==> src/rtl/seg7_pkg.sv <==
// Shared types and sizes for the seven-segment serial output stage.
package seg7_pkg;

    localparam int FRAME_BITS = 8;
    localparam int SEG_WIDTH  = 7;

    typedef enum logic [1:0] {
        IDLE,
        SHIFT_LO,
        SHIFT_HI,
        LATCH
    } state_t;

endpackage

==> src/rtl/seg7_shift_tick.sv <==
// Phase counter: terminal-count pulse every CLK_DIV cycles, restarted on every state change.
module seg7_shift_tick #(
    parameter int CLK_DIV = 2
) (
    input  logic clk,
    input  logic reset,
    input  logic clear,
    output logic tc
);
    localparam int            PW   = $clog2(CLK_DIV + 1);
    localparam logic [PW-1:0] LAST = PW'(CLK_DIV - 1);

    logic [PW-1:0] phase;

    always_ff @(posedge clk) begin
        if (reset || clear || (phase == LAST)) begin
            phase <= '0;
        end else begin
            phase <= phase + PW'(1);
        end
    end

    assign tc = (phase == LAST);

endmodule

==> src/rtl/seg7_shift_out.sv <==
// Shifts {dp, segments} MSB-first into a 74HC595-style register, then pulses the latch.
// One frame of buffering: input arriving mid-frame is held and the newest one wins.
module seg7_shift_out
    import seg7_pkg::*;
#(
    parameter int CLK_DIV = 2
) (
    input  logic                 clk,
    input  logic                 reset,
    input  logic                 in_valid,
    input  logic [SEG_WIDTH-1:0] in_segments,
    input  logic                 in_dp,
    output logic                 sr_data,
    output logic                 sr_clk,
    output logic                 sr_latch,
    output logic                 busy,
    output logic                 frame_done
);
    // state    | meaning
    // IDLE     | no frame in flight
    // SHIFT_LO | sr_clk low, current bit presented on sr_data
    // SHIFT_HI | sr_clk high, external register samples sr_data
    // LATCH    | sr_latch high, storage register updates

    state_t                state, state_n;
    logic [2:0]            bit_idx, bit_idx_n;
    logic [FRAME_BITS-1:0] frame_q, frame_n;
    logic [FRAME_BITS-1:0] pend_data, pend_data_n;
    logic [FRAME_BITS-1:0] incoming, start_byte;
    logic                  pend_valid, pend_valid_n;
    logic                  sr_data_n;
    logic                  start;
    logic                  tc;
    logic                  latch_exit;

    assign incoming   = {in_dp, in_segments};
    assign latch_exit = (state == LATCH) && tc;

    seg7_shift_tick #(.CLK_DIV(CLK_DIV)) u_tick (
        .clk   (clk),
        .reset (reset),
        .clear (state_n != state),
        .tc    (tc)
    );

    always_comb begin
        state_n      = state;
        bit_idx_n    = bit_idx;
        frame_n      = frame_q;
        pend_data_n  = pend_data;
        pend_valid_n = pend_valid;
        sr_data_n    = sr_data;
        start        = 1'b0;
        start_byte   = incoming;

        case (state)
            IDLE: begin
                if (in_valid) start = 1'b1;
            end
            SHIFT_LO: begin
                if (tc) state_n = SHIFT_HI;
            end
            SHIFT_HI: begin
                if (tc) begin
                    if (bit_idx == 3'd0) begin
                        state_n = LATCH;
                    end else begin
                        state_n   = SHIFT_LO;
                        bit_idx_n = bit_idx - 3'd1;
                        sr_data_n = frame_q[bit_idx_n];
                    end
                end
            end
            LATCH: begin
                if (tc) begin
                    // A strobe on the exit cycle is newer than anything pending.
                    if (in_valid) begin
                        start        = 1'b1;
                        pend_valid_n = 1'b0;
                    end else if (pend_valid) begin
                        start        = 1'b1;
                        start_byte   = pend_data;
                        pend_valid_n = 1'b0;
                    end else begin
                        state_n = IDLE;
                    end
                end
            end
            default: state_n = IDLE;
        endcase

        if (in_valid && (state != IDLE) && !latch_exit) begin
            pend_data_n  = incoming;
            pend_valid_n = 1'b1;
        end

        if (start) begin
            state_n   = SHIFT_LO;
            frame_n   = start_byte;
            bit_idx_n = 3'd7;
            sr_data_n = start_byte[FRAME_BITS-1];
        end
    end

    always_ff @(posedge clk) begin
        if (reset) begin
            state      <= IDLE;
            bit_idx    <= 3'd0;
            frame_q    <= '0;
            pend_data  <= '0;
            pend_valid <= 1'b0;
            sr_data    <= 1'b0;
            sr_clk     <= 1'b0;
            sr_latch   <= 1'b0;
            busy       <= 1'b0;
            frame_done <= 1'b0;
        end else begin
            state      <= state_n;
            bit_idx    <= bit_idx_n;
            frame_q    <= frame_n;
            pend_data  <= pend_data_n;
            pend_valid <= pend_valid_n;
            sr_data    <= sr_data_n;
            sr_clk     <= (state_n == SHIFT_HI);
            sr_latch   <= (state_n == LATCH);
            busy       <= (state_n != IDLE);
            frame_done <= latch_exit;
        end
    end

endmodule

==> config.mk <==
export PLATFORM = sky130hd
export DESIGN_NAME = seg7_shift_out
export DESIGN_NICKNAME = d
export VERILOG_FILES = /design/src/rtl/seg7_pkg.sv /design/src/rtl/seg7_shift_tick.sv /design/src/rtl/seg7_shift_out.sv
export SDC_FILE = /design/constraint.sdc
export NUM_CORES = 1
export LEC_CHECK = 0
export CORE_MARGIN = 1.5
export CORE_UTILIZATION = 43
export DETAILED_ROUTE_END_ITERATION = 16
export DONT_BUFFER_PORTS = 1
export HOLD_SLACK_MARGIN = 0.15
export SLEW_MARGIN = 10
export SYNTH_ARGS = -nofsm -noshare
export SYNTH_HDL_FRONTEND = slang
export SYNTH_SLANG_ARGS = --single-unit
==> constraint.sdc <==
create_clock -name clk -period 4.12 [get_ports clk]
set_input_delay 0.412 -clock clk [delete_from_list [all_inputs] [get_ports clk]]
set_output_delay 0.412 -clock clk [all_outputs]
set_load 0.02 [all_outputs]
# After elaboration in Yosys (flattened, before gate mapping)
# Cells that the tools add are included.
# op_classes
n_addsub	2
n_mul	0
div_mod_pow	0
order_cmp	1
eq_ne	8
shift	0
n_mux	30
n_bitwise	0
reduce_logical	16
# op_table
operator	count
$mux 8	4
$mux 2	7
$mux 1	12
$mux 3	4
$reduce_bool 2->1	6
$eq 2x2->1 const B	4
$pmux 2 s3	1
$eq 2x1->1 const B	2
$lt 3x4->1 const B	1
$bmux 1 s3	1
$logic_and 1x1->1	3
$logic_not 3->1	1
$reduce_and 3->1	1
$sub 3x1->3 const B	1
$add 2x1->2 const B	1
$logic_not 2->1	1
$logic_or 1x1->1	2
$ne 2x2->1	1
$ne 2x2->1 const B	1
$pmux 1 s2	1
$reduce_and 2->1	1
$logic_not 1->1	1
# totals
regBits	29
latch_bits	0
ram_bits	0
romBits	0
in_bits	11
out_inout_bits	5
word_cells	68
n_memories	0

# Longest topological paths before layout
# Gate-level depths: netlist of run 1.
# depth
depth_word	8
mapped_depth	9
mapped_depth_nobuf	7

# Cells and area by module
# From an unflattened synthesis of run 1, not the netlist that was laid out.
# unflattened
cells_unflattened	163
area_unflattened_um2	1500.2
# modules_own_cells
module	n_inst	cells_per_inst	area_each_um2	seq_area_each_um2
seg7_shift_out	1	157	1418.9	540.5
seg7_shift_tick	1	6	81.3	40.0

# Worst setup path after synthesis of run 1
# OpenSTA, ideal clock, no wires.
# synth_path
kind	reg2reg
start	reg state[0]
end	reg sr_data
setup_time_ns	0.095
arrival_ns	1.811
t_required_ns	4.025
path_slack_ns	2.213
stages_incl_launch_ff	8
path_buffers	1
synth_period_minus_slack_ns	1.907
path_cell_list	dfxtp_1 -> inv_1 -> ha_1 -> or2b_2 -> o22ai_1 -> buf_2 -> a21oi_1 -> a221oi_1
# synth_via
elab_chain_len	4
elab_cells_between_ends	10
cone_classes	eq/ne: 3; mux: 3; reduce/logical: 4
# synth_rtl
element	line_no	text
start, declared	seg7_shift_out.sv:25	state_t state, state_n;
start signal, assigned	seg7_shift_out.sv:118	state <= state_n;
$eq 2x2->1 or $logic_not 2->1 (tied branches)	seg7_shift_out.sv:56	case (state)
$pmux 1 s2	seg7_shift_out.sv:56	
$ne 2x2->1 (no line) or $reduce_bool 2->1 (tied branches)	-	
$reduce_and 3->1 (no line)	-	
end signal, assigned	seg7_shift_out.sv:123	sr_data <= sr_data_n;
end, declared	seg7_shift_out.sv:13	output logic sr_data,
# Several ways; a longest one is shown, not always the timed one.
# A chain may end at the register's enable or synchronous reset.

# Worst setup path in the final report of run 1
# layout_path
start	reg state[1]
end	reg u_tick.phase[0]
# layout_via
elab_chain_len	8
elab_cells_between_ends	15
cone_classes	eq/ne: 4; mux: 8; reduce/logical: 3
# layout_rtl
element	line_no	text
$mux 2	seg7_shift_out.sv:80	end else if (pend_valid) begin
$mux 2	seg7_shift_out.sv:77	if (in_valid) begin
$mux 2	seg7_shift_out.sv:75	if (tc) begin
$pmux 2 s3	seg7_shift_out.sv:56	
$mux 2	seg7_shift_out.sv:97	if (start) begin
$ne 2x2->1 *	seg7_shift_out.sv:42	.clear (state_n != state),
$logic_or 1x1->1 * (2 in a row)	seg7_shift_tick.sv:16	if (reset || clear || (phase == LAST)) begin
end signal, assigned	seg7_shift_tick.sv:19	phase <= phase + PW'(1);
end, declared	seg7_shift_tick.sv:13	logic [PW-1:0] phase;
# Every way passes the cells marked *; elsewhere a longest branch is shown, timed or not.

==> results of run 1 <==
[per-layer routing]
layer	track usage	up-vias
li1	-	542
met1	0.227	478
met2	0.238	20
met3	0.0768	6
met4	0.0839	0
met5	0	-
[where the power goes]
part	leakage, nW	total [W]	internal, W	switching [W]
sequential	0.238	0.000359	0.000325	0.0000346
clock	0.0455	0.000244	0.000145	0.0000990
combinational	0.324	0.000216	0.0000980	0.000118
[through the flow]
stage | cell area [µm²] | total power [W] | cells
floorplan | 1430 | 0.000553 | 154
global placement | 1440 | 0.000571 | 190
detailed placement | 1440 | 0.000579 | 190
CTS | 1530 | 0.000827 | 199
global route | 1530 | 0.000870 | 199
finish | 1530 | 0.000819 | 199
[final timing paths]
| check | start | end | slack, ns |
|---|---|---|---|
| setup / recovery | state[1]$_SDFF_PP0_ | u_tick.phase[0]$_SDFF_PP0_ | 1.69 |
| hold reg to reg | pend_data[3]$_SDFFE_PP0P_ | pend_data[3]$_SDFFE_PP0P_ | 0.46 |
| hold / removal | in_segments[1] | pend_data[1]$_SDFFE_PP0P_ | 0.22 |
| setup reg to reg | state[1]$_SDFF_PP0_ | u_tick.phase[0]$_SDFF_PP0_ | 1.69 |
[cell type report]
cell class / count / area [µm²] / share of cell area
timing repair buffer: 2 / 17.5 / 0.0114
tap: 44 / 55.1 / 0.0360
inverter: 7 / 26.3 / 0.0172
clock buffer: 7 / 55.1 / 0.0360
multi-input combinational: 109 / 766 / 0.500
sequential: 29 / 581 / 0.379
clock inverter: 1 / 30.0 / 0.0196
[kinds of logic (layout without fill, tap and decap cells)]
family	count (synthesis)	in the layout	share of synthesized area
AND/OR/NAND/NOR	52	52	0.176
AO/OA/AOI/OAI	33	33	0.160
flip-flops	29	29	0.405
buffers and inverters	16	17	0.0603
multiplexers	11	11	0.0952
adder cells (fa/ha/maj)	9	9	0.0786
XOR/XNOR	4	4	0.0245
[state kept, by name (all words and copies together), names as in the netlist]
register	count
frame_q	8
pend_data	8
frame_done	1
u_tick.phase	2
sr_clk	1
pend_valid	1
sr_latch	1
sr_data	1
state	2
bit_idx	3
busy	1
[worst max-delay path, stage by stage, from the launching register on]
cell and delay (ns):
dfxtp_1 0.46, inv_1 0.14, ha_1 0.20, a21oi_1 0.58, o22ai_1 0.18, buf_4 0.25, a31o_4 0.25, xnor2_1 0.14
nor3_1 0.17
[cells in the final DEF, fill, tap and decap left out, types with 2 or more instances in the layout]
cell type,instances
or3_2,2
clkbuf_4,5
a211oi_1,9
mux2i_1,8
mux4_2,2
nand3_1,11
a221o_1,2
ha_1,9
nor2_1,12
dfxtp_1,29
inv_1,7
nand2_1,14
xnor2_1,3
o22ai_1,2
a21oi_1,14
nor3_1,3
[timing repair]
action / 4_1_cts / 5_1_grt
hold buffers: 1 / 0
endpoints found under the hold margin: 26 / 0
setup endpoints to repair: 0 / 0
==> impl_metrics.csv, run 1 <==
group,metric,value,unit
outcome,outcome,"finished clean",
clock_tree,clkSinkCount,29,
timing,holdWs,0.218,ns
clock_tree,clock_path_buffers,2,
drt,wl_met1,1.27,mm
timing,fmax,0.411,GHz
setup_path,critPathCaptureType,"register",
drt,post-route-drc-count,0,
synth,yosys-top-cells-count,"29 x dfxtp_1, 14 x a21oi_1, 14 x nand2_1, 12 x nor2_1, 11 x nand3_1",
drt,wl_per_cell,13.4,µm
placed_design,gp_routability_congestion,0.734,
min_path,hp-class,"in -> reg",
drt,first_pass_iters,4,
run,cap_violations,0,
timing,fin_tns_setup,0,ns
floorplanning,rows,20,
timing,finalSetupViolCount,0,
timing,hold_viol_final,0,
synth,syn_nets,174,
layout,nNetsFinal,174,
timing,setup_ws,1.69,ns
floorplanning,die_x,60.7,µm
clock_tree,cts_tree,"done",
min_path,whs_path_depth,2,
timing,period_share,0.591,
timing,fin_skew,0.00912,ns
drt,drt_iter0_markers,36,
clock_tree,clock_insertion_delay_worst_skew,0.33,ns
synth,yosysMostFrequentCell,"dfxtp_1",
setup_path,worstSetupPathType,"reg -> reg",
floorplanning,coreArea,0.00310,mm²
global_routing,grt_start_max_net_pins,27,
global_routing,grt_pass1_vias,967,
placed_design,portBuffers,0,
clock_tree,cts_htree_levels,2,
synth,ys_ff_latch,29,
global_routing,grt_usage,0.172,
clock_tree,root_buffer,"clkbuf_4",
timing,slew_viol_final,0,
synth,ys_async_sr_fraction,0,
global_routing,antenna_found_initial,0,
layout,area_delta_synth_final,6.81,%
drt,met2_wirelength,1.19,mm
clock_tree,clk_pin_slew,0.09,ns
clock_tree,post_cts_buffers,0,
drt,ant_nets,0,
layout,insertedDiodeCount,0,
layout,drive_gt1_frac,0.135,
clock_tree,cts_resized,0,
drt,wl,2.67,mm
timing,tightest_slew,0.963,ns
timing,fin_crit,2.43,ns
power,p_leak,0.607,nW
floorplanning,die_area,0.00369,mm²
drt,viasPerCell,5.26,
synth,synthFlopType,"dfxtp_1",
setup_path,reg2regPathDepth,8,
global_routing,overflow,0,
timing,slew_headroom,0.356,
setup_path,crit_fanout,21,
synth,post-synth-top-area-cell,"dfxtp_1",
clock_tree,cts_buffers,5,
power,power_density,535,mW/mm²
floorplanning,start_util,0.462,
synth,ys_seq_area_frac,0.405,
drt,top_layer,"met4",
layout,postLayoutCoreUtil,0.493,
layout,fillers,329,
global_routing,grt_pass1_wl,4.43,mm
placed_design,place_ws,1.74,ns
setup_path,cp.required,4.37,ns
drt,vias,1046,
synth,synth_area_leaders,"dfxtp_1 41%, ha_1 7.9%, mux2i_1 5.6%",
synth,yosysUniqueCellTypes,37,
drt,wl_met3,146,µm
setup_path,arrival,2.69,ns
power,irDropWorstVdd,0.270,mV
setup_path,crit_path_start_kind,"register",
synth,netlist_area,0.00143,mm²
synth,postSynthAreaPerCell,9.30,µm²
floorplanning,dieHeight,60.7,µm
synth,synth_warnings,0,
synth,syn_inst,154,
timing,grt_setup_unrepaired,"false",
placed_design,dp_hpwl,1.95,mm
synth,synth_edf_count,0,
synth,synth_top_cell_area_share,0.405,
floorplanning,io_pins,16,
Note: power is estimated with default switching activity, not from simulation.
==> inputs of run 2 (changes only) <==
Clock period 4.12 ns to 2.6 ns, I/O delays scaled along.
==> run 2 against run 1 <==
Compared with the run above:
- worst setup slack got worse by 1.3 ns
- count of clock-buffer cells in the layout unchanged
- critical path depth is the same
- core utilization up 3.5 points
- fmax rose by 12%
- first-iteration DRC count decreased by 33%
- final area rose by 7.0%
- clock skew is 0.0043 ns lower
- register-to-register slack got worse by 1.3 ns
- flip-flop and latch count stayed put
- total power grew 60%
- critical path type unchanged
- largest power group unchanged
==> impl_metrics.csv, run 2 (synthesis results as in run 1) <==
group,metric,value,unit
clock_tree,clk_pin_slew,0.09,ns
timing,period_share,0.834,
timing,fin_skew,0.00479,ns
drt,ant_nets,0,
drt,wl,2.75,mm
timing,grt_setup_unrepaired,"false",
global_routing,grt_start_max_net_pins,29,
setup_path,crit_path_start_kind,"register",
timing,hold_viol_final,0,
global_routing,grt_pass1_vias,1103,
global_routing,antenna_found_initial,0,
placed_design,portBuffers,0,
floorplanning,die_area,0.00369,mm²
timing,slew_headroom,0.322,
power,power_density,800,mW/mm²
clock_tree,clock_insertion_delay_worst_skew,0.32,ns
setup_path,crit_fanout,11,
timing,fin_crit,2.17,ns
clock_tree,cts_buffers,5,
layout,insertedDiodeCount,0,
floorplanning,io_pins,16,
clock_tree,clock_path_buffers,2,
setup_path,crit_buf_inv,3,
timing,fmax,0.461,GHz
drt,drt_iter0_markers,24,
clock_tree,cts_htree_levels,2,
power,irDropWorstVdd,0.472,mV
outcome,outcome,"finished clean",
clock_tree,cts_resized,0,
clock_tree,post_cts_buffers,0,
clock_tree,cts_tree,"done",
placed_design,post-place-cells,191,
placed_design,place_ws,0.517,ns
placed_design,gp_routability_congestion,0.755,
timing,fin_tns_setup,0,ns
drt,first_pass_iters,4,
power,p_leak,0.654,nW
floorplanning,coreArea,0.00310,mm²
clock_tree,ctsHoldBuffers,11,
floorplanning,die_x,60.7,µm
setup_path,worstPathCellList,"inv_1 > ha_1 > a21oi_1 > buf_4 > nand2_1 > nand2_1 > a21oi_1 > dlygate4sd3_1",
clock_tree,clkSinkCount,29,
setup_path,crit_family,"buffers and inverters",
floorplanning,dieHeight,60.7,µm
setup_path,cp.required,2.81,ns
power,power.total,0.00131,W
floorplanning,rows,20,
layout,nNetsFinal,185,
layout,final_common_cell,"dfxtp_1",
layout,area_delta_synth_final,14.3,%
timing,slew_viol_final,0,
setup_path,slowest_delay,0.60,ns
run,cap_violations,0,
min_path,hp-class,"in -> reg",
floorplanning,start_util,0.462,
timing,setup_ws,0.432,ns
drt,post-route-drc-count,0,
setup_path,slowest_stage,"dlygate4sd3_1",
drt,vias,1069,
global_routing,overflow,0,
drt,viasPerCell,5.09,
layout,reg_top3,"frame_q (8), pend_data (8), bit_idx (3)",
global_routing,grt_pass1_wl,4.95,mm
global_routing,grt_usage,0.186,
clock_tree,root_buffer,"clkbuf_4",
layout,drive_gt1_frac,0.133,
setup_path,arrival,2.38,ns
layout,mostFrequentLayoutCells,"29 x dfxtp_1, 14 x a21oi_1, 14 x nand2_1, 12 x nor2_1",
layout,instances_no_fill,210,
placed_design,dp_hpwl,1.90,mm
timing,tightest_slew,1.01,ns
setup_path,critPathCaptureType,"register",
drt,wl_per_cell,13.1,µm
timing,finalSetupViolCount,0,
setup_path,worstSetupPathType,"reg -> reg",
## run 2: changes by cell type in the layout (fill, tap and decap cells not counted)
cell,change
buf_4,+1
dlygate4sd3_1,+10
## run 2: final cells by class
type / instances / area (µm²)
Sequential cell: 29 / 581
Clock buffer: 7 / 55.1
Tap cell: 44 / 55.1
Fill cell: 304 / 1470
Multi-Input combinational cell: 109 / 766
Clock inverter: 1 / 30.0
Timing Repair Buffer: 13 / 125
Inverter: 7 / 26.3
## run 2: routing by layer
metal  routed length, µm  track usage
met1                1390        0.257
met2                1230        0.270
met3                 113       0.0618
met4                  27       0.0683
met5                   0            0
## run 2: final timing paths
| path | start | endpoint | slack (ns) | cells past startpoint |
|---|---|---|---|---|
| max | state[1]$_SDFF_PP0_ | pend_data[2]$_SDFFE_PP0P_ | 0.43 | 8 |
| min reg2reg | pend_data[1]$_SDFFE_PP0P_ | pend_data[1]$_SDFFE_PP0P_ | 0.46 | 2 |
| max reg2reg | state[1]$_SDFF_PP0_ | pend_data[2]$_SDFFE_PP0P_ | 0.43 | 8 |
| min | in_segments[6] | frame_q[6]$_SDFFE_PP0P_ | 0.19 | 2 |
## run 2: worst reg2reg max path: stages, from the launching register on
cell	delay [ns]
dfxtp_1	0.45
inv_1	0.13
ha_1	0.20
a21oi_1	0.11
buf_4	0.19
nand2_1	0.21
nand2_1	0.12
a21oi_1	0.06
dlygate4sd3_1	0.60
## run 2: report_power, final
part / switching [W] / internal, W / total, W
Clock: 0.000152 / 0.000230 / 0.000382
Sequential: 0.0000542 / 0.000514 / 0.000568
Combinational: 0.000188 / 0.000171 / 0.000359
## run 2: per-stage QoR
stage / hold slack (ns) / util / area [µm²]
after floorplan: 0.407 / - / 1430
after global placement: 0.333 / 0.465 / 1440
after detailed placement: 0.338 / 0.465 / 1440
after CTS: 0.178 / 0.528 / 1640
after global routing: 0.185 / 0.528 / 1640
final: 0.190 / 0.528 / 1640
